### src/rtl/enc_pkg.sv
// rtl/enc_pkg.sv - shared types and helpers for the 8-to-3 request encoder
package enc_pkg;

    localparam int N_IN  = 8;
    localparam int IDX_W = $clog2(N_IN);

    typedef enum logic {
        IDLE  = 1'b0,
        OFFER = 1'b1
    } state_e;

    function automatic logic [7:0] onehot8(input logic [2:0] idx);
        return 8'b0000_0001 << idx;
    endfunction

endpackage

### src/rtl/prio_pick8.sv
// rtl/prio_pick8.sv - combinational picker: fixed highest-index or round-robin after start
module prio_pick8 (
    input  logic [7:0] vec,
    input  logic [2:0] start,
    input  logic       rr,
    output logic [2:0] sel,
    output logic       any
);

    logic [2:0] pos;

    always_comb begin
        sel = 3'd0;
        pos = 3'd0;
        any = |vec;
        if (rr) begin
            // Scan downward in distance so the nearest bit after start wins.
            for (int k = 7; k >= 0; k--) begin
                pos = start + 3'(k) + 3'd1;
                if (vec[pos]) begin
                    sel = pos;
                end
            end
        end else begin
            for (int i = 0; i < 8; i++) begin
                if (vec[i]) begin
                    sel = 3'(i);
                end
            end
        end
    end

endmodule

### src/rtl/req_encoder_8to3.sv
// rtl/req_encoder_8to3.sv - sticky request collector serving one index per valid/ready handshake
module req_encoder_8to3
    import enc_pkg::*;
#(
    parameter int N_IN_P  = N_IN,
    parameter int IDX_W_P = IDX_W,
    parameter int RR_MODE = 0
) (
    input  logic                clk,
    input  logic                rst_n,
    input  logic [N_IN_P-1:0]   req_i,
    input  logic [N_IN_P-1:0]   mask_i,
    output logic [IDX_W_P-1:0]  idx_o,
    output logic [N_IN_P-1:0]   onehot_o,
    output logic                valid_o,
    input  logic                ready_i,
    output logic [N_IN_P-1:0]   pending_o,
    output logic                drop_o
);

    state_e               state_q, state_d;
    logic [IDX_W_P-1:0]   idx_q, idx_d;
    logic [IDX_W_P-1:0]   rr_ptr_q, rr_ptr_d;
    logic [IDX_W_P-1:0]   start, sel;
    logic [N_IN_P-1:0]    pending_q, pending_d;
    logic [N_IN_P-1:0]    clr, elig;
    logic                 valid_q, valid_d;
    logic                 drop_q, drop_d;
    logic                 hs, any;

    always_comb begin
        hs        = valid_q & ready_i;
        clr       = hs ? onehot8(idx_q) : '0;
        pending_d = (pending_q & ~clr) | req_i;
        elig      = pending_q & mask_i & ~clr;
        drop_d    = |(req_i & pending_q & ~clr);
        // On a grant the pointer moves this edge, so the back-to-back pick starts after it.
        start     = hs ? idx_q : rr_ptr_q;
    end

    prio_pick8 u_pick (
        .vec   (elig),
        .start (start),
        .rr    (RR_MODE != 0),
        .sel   (sel),
        .any   (any)
    );

    always_comb begin
        state_d  = state_q;
        idx_d    = idx_q;
        valid_d  = valid_q;
        rr_ptr_d = rr_ptr_q;
        case (state_q)
            IDLE: begin
                if (any) begin
                    idx_d   = sel;
                    valid_d = 1'b1;
                    state_d = OFFER;
                end
            end
            OFFER: begin
                // Without ready the offer is frozen regardless of new requests or mask changes.
                if (ready_i) begin
                    rr_ptr_d = idx_q;
                    if (any) begin
                        idx_d = sel;
                    end else begin
                        valid_d = 1'b0;
                        state_d = IDLE;
                    end
                end
            end
            default: begin
                state_d = IDLE;
                valid_d = 1'b0;
            end
        endcase
    end

    always_ff @(posedge clk) begin
        if (!rst_n) begin
            state_q   <= IDLE;
            idx_q     <= '0;
            valid_q   <= 1'b0;
            rr_ptr_q  <= 3'd7;
            pending_q <= '0;
            drop_q    <= 1'b0;
        end else begin
            state_q   <= state_d;
            idx_q     <= idx_d;
            valid_q   <= valid_d;
            rr_ptr_q  <= rr_ptr_d;
            pending_q <= pending_d;
            drop_q    <= drop_d;
        end
    end

    assign idx_o     = idx_q;
    assign valid_o   = valid_q;
    assign onehot_o  = valid_q ? onehot8(idx_q) : '0;
    assign pending_o = pending_q;
    assign drop_o    = drop_q;

endmodule
### config.mk
export PLATFORM = sky130hd
export DESIGN_NAME = req_encoder_8to3
export DESIGN_NICKNAME = d
export VERILOG_FILES = /design/src/rtl/enc_pkg.sv /design/src/rtl/prio_pick8.sv /design/src/rtl/req_encoder_8to3.sv
export SDC_FILE = /design/constraint.sdc
export NUM_CORES = 1
export LEC_CHECK = 0
export CELL_PAD_IN_SITES_DETAIL_PLACEMENT = 0
export CELL_PAD_IN_SITES_GLOBAL_PLACEMENT = 2
export CORE_MARGIN = 5
export CORE_UTILIZATION = 21
export DETAILED_ROUTE_END_ITERATION = 16
export GPL_ROUTABILITY_DRIVEN = 0
export PLACE_DENSITY = 0.75
export SYNTH_ARGS = -nofsm -noshare
export SYNTH_HDL_FRONTEND = slang
export SYNTH_SLANG_ARGS = --single-unit
### constraint.sdc
create_clock -name clk -period 1.9 [get_ports clk]
set_input_delay 0.19 -clock clk [delete_from_list [all_inputs] [get_ports clk]]
set_output_delay 0.19 -clock clk [all_outputs]
set_load 0.005 [all_outputs]
==> summary.txt <==
Die
  • Die Area: 5270 um^2
  • Die H: 72.6 um
  • Initial Utilization: 22.2%
  • Die W: 72.6 um
  • Core area: 3720 um^2
  • Cell row count: 22
  • IO Pins: 40

Place
  • DP Wirelength: 2290 um
  • Placed cell areas: 1370 um^2
  • Placed cell count: 194
  • Pre-CTS setup slack: -0.253 ns
  • Number of port buffers: 39

Worst setup path
  • Crit path from: valid_o
  • Critical path endpoint category: primary output
  • Highest-delay cell along the critical path: clkdlybuf4s50_1
  • Worst Path Required: 1.71 ns
  • Reg-to-reg critical path startpoint: idx_o[2]
  • CP Launch Type: flip-flop
  • CP delay by family, top: buffers and inverters
  • Worst reg2reg path depth: 6
  • Stages on worst setup path: 4
  • Worst Path Arrival: 1.62 ns
  • Critical path class: flip-flop to primary output
  • Critical path peak fanout: 4
  • Crit path buffers/inverters: 2
  • Largest stage delay, worst path: 0.51 ns
  • Critical Path, Cell by Cell: buf_4 > or2b_1 > nor2_1 > clkdlybuf4s50_1

Yosys
  • Synth Instances: 94
  • Most frequent cell after synthesis: nor2_1
  • Net count after synthesis: 113
  • Cell area after synthesis: 823 um^2
  • Syn Area/Cell: 8.76 um^2
  • Number of library cell types mapped by synthesis: 36
  • Asr flop ratio synth: 0%
  • List of most frequent post-synthesis cells: 22 x nor2_1, 14 x dfxtp_1, 7 x o21a_1
  • Ys Warns: 0
  • Area contributors post-synth: dfxtp_1 34%, nor2_1 10%, o21a_1 6.4%, a22oi_1 3.6%, o211ai_1 3.6%
  • Post-synth EDFFs: 0
  • Seq cells post-synth: 14
  • Post-synthesis sequential area ratio: 34.0%
  • Post-synth top area share: 34.0%
  • Yosys top cell by area: dfxtp_1
  • Main flop type after synthesis: dfxtp_1

Drt
  • Wire length on met3: 165 um
  • Via/cell ratio: 4.61
  • First DRT Iteration DRCs: 74
  • Met1 wire length: 1270 um
  • DRC: 0
  • Pre-antenna DRT Iters: 4
  • Routed Antenna Nets: 0
  • DR vias: 922
  • WL final: 2810 um
  • Met2 wire len: 1310 um
  • Max Used Layer: met4
  • DR WL/cell: 14.0 um

Clock network
  • Worst-path clk slew: 0.06 ns
  • Clk sinks: 14
  • H-tree depth: 1
  • TritonCTS clock tree: built
  • Clock Tree Buf Depth: 2
  • Root Driver: clkbuf_8
  • Post-CTS Hold Fix Bufs: 0
  • Worst-Skew Late Latency: 0.24 ns
  • CTS Buf Count: 3

Cells and area
  • Nets: 173
  • Layout cells sized above 1: 23.7%
  • Register Area: 288 um^2
  • Post-Layout Inst Area: 1450 um^2
  • Filler cells: 392
  • Fin cells: 200
  • Footprint of the multi-input gates: 520 um^2
  • Syn-to-layout area delta: 75.8%
  • Diodes inserted: 0

Global route
  • GRT Overall Usage: 11.3%
  • Largest net degree at the start of global routing: 10
  • Gr ovfl total: 0
  • Vias in the first global route: 983
  • Antenna violations before repair: 0
  • First-pass GRT wire length: 4650 um

Timing
  • Final setup viols: 0
  • Relative slew slack: 73.7%
  • Max-slew violations: 0
  • Hold Vio Cnt, Final: 0
  • Clock skew: 0.00301 ns
  • Period utilization: 95.3%
  • Final WS setup: 0.0898 ns
  • Unrepaired setup endpoints after global routing: no
  • Worst-margin pin slew: 0.393 ns
  • Minimum clock period: 1.81 ns
  • Fmax: 0.552 GHz

Job
  • Max-cap viol count: 0

Power
  • NetSw: 0.260 mW
  • Power Dens Cells: 629 nW/um^2
  • Switch share: 28.5%
  • Internal Power: 0.651 mW
  • VDD IR-drop max: 209 uV
  • Overall Power: 0.911 mW
  • Sequential power share: 39.2%
  • Clock power frac: 26.8%
  • Leakage: 0.563 nW
  • Combinational share of power: 33.9%

Hold path
  • Hold Path Class: input pin to flip-flop
  • Hold path startpoint: ready_i
  • Worst Hold Path Cells: 4

Outcome
  • Status: completed
[per-stage QoR]
step	utilization [%]	setup TNS, ns	hold WS (ns)
2_1_floorplan	-	0	0.310
3_3_place_gp	36.9	-0.889	0.558
3_5_place_dp	36.9	-0.998	0.563
4_1_cts	38.2	0	0.532
5_1_grt	39.0	0	0.541
6_report	39.0	0	0.511
[sequential cells by signal, summed over array words and instances (netlist names)]
register	flops
valid_o	1
drop_o	1
state_q	1
idx_o	3
pending_o	8
[layout by cell type, fill, tap and decap left out, drive strengths merged, types with 2 or more instances in the layout]
| cell type | n |
|---|---|
| o21a | 7 |
| clkbuf | 3 |
| o31a | 2 |
| o211ai | 4 |
| o211a | 2 |
| nor3 | 2 |
| nand2 | 6 |
| nor2 | 22 |
| a22oi | 4 |
| a41oi | 2 |
| a21oi | 4 |
| nand2b | 4 |
| clkdlybuf4s50 | 37 |
| dfxtp | 14 |
| buf | 19 |
[repair_timing]
item / 4_1_cts / 5_1_grt
gates resized for setup: 3 / 6
pin swaps: 1 / 2
hold endpoints to repair: 0 / 0
buffers inserted: 1 / 2
endpoints found under the setup margin: 6 / 8
[layout make-up]
type | count | share of cell area (%)
multi-input cells | 76 | 36.0
repair buffers | 58 | 36.9
clock buffers | 3 | 2.85
flip-flops and latches | 14 | 19.9
inverters | 1 | 0.259
well taps | 48 | 4.15
[power groups by stage]
stage               combinational (mW)  clock, mW  sequential, mW
floorplan                        0.141          0           0.353
global placement                 0.305          0           0.361
detailed placement               0.305          0           0.361
CTS                              0.306      0.256           0.356
global route                     0.341      0.261           0.362
finish                           0.309      0.245           0.357
[final timing paths]
check | endpoint | slack (ns)
worst max-delay path | onehot_o[2] | 0.09
worst min-delay path | valid_o | 0.51
worst max register to register | idx_o[0] | 0.13
worst min register to register | idx_o[1] | 0.54
[routing by layer]
metal	up-vias	GRT usage, %
met5	-	0
met4	0	4.30
met3	8	3.17
met2	31	18.1
met1	415	14.3
li1	468	-
[worst reg2reg max path: stages (launching register included)]
cell	delay (ns)
dfxtp_2	0.35
nand3b_1	0.27
o211ai_1	0.17
buf_4	0.16
a32o_1	0.24
a221o_1	0.31
a21bo_1	0.16
[kinds of logic after synthesis]
logic type,share of synthesized area [%]
AO/OA/AOI/OAI,33.9
buffers and inverters,3.19
multiplexers,1.22
AND/OR/NAND/NOR,27.7
flip-flops,34.0
(Power assumes the default switching activity.)
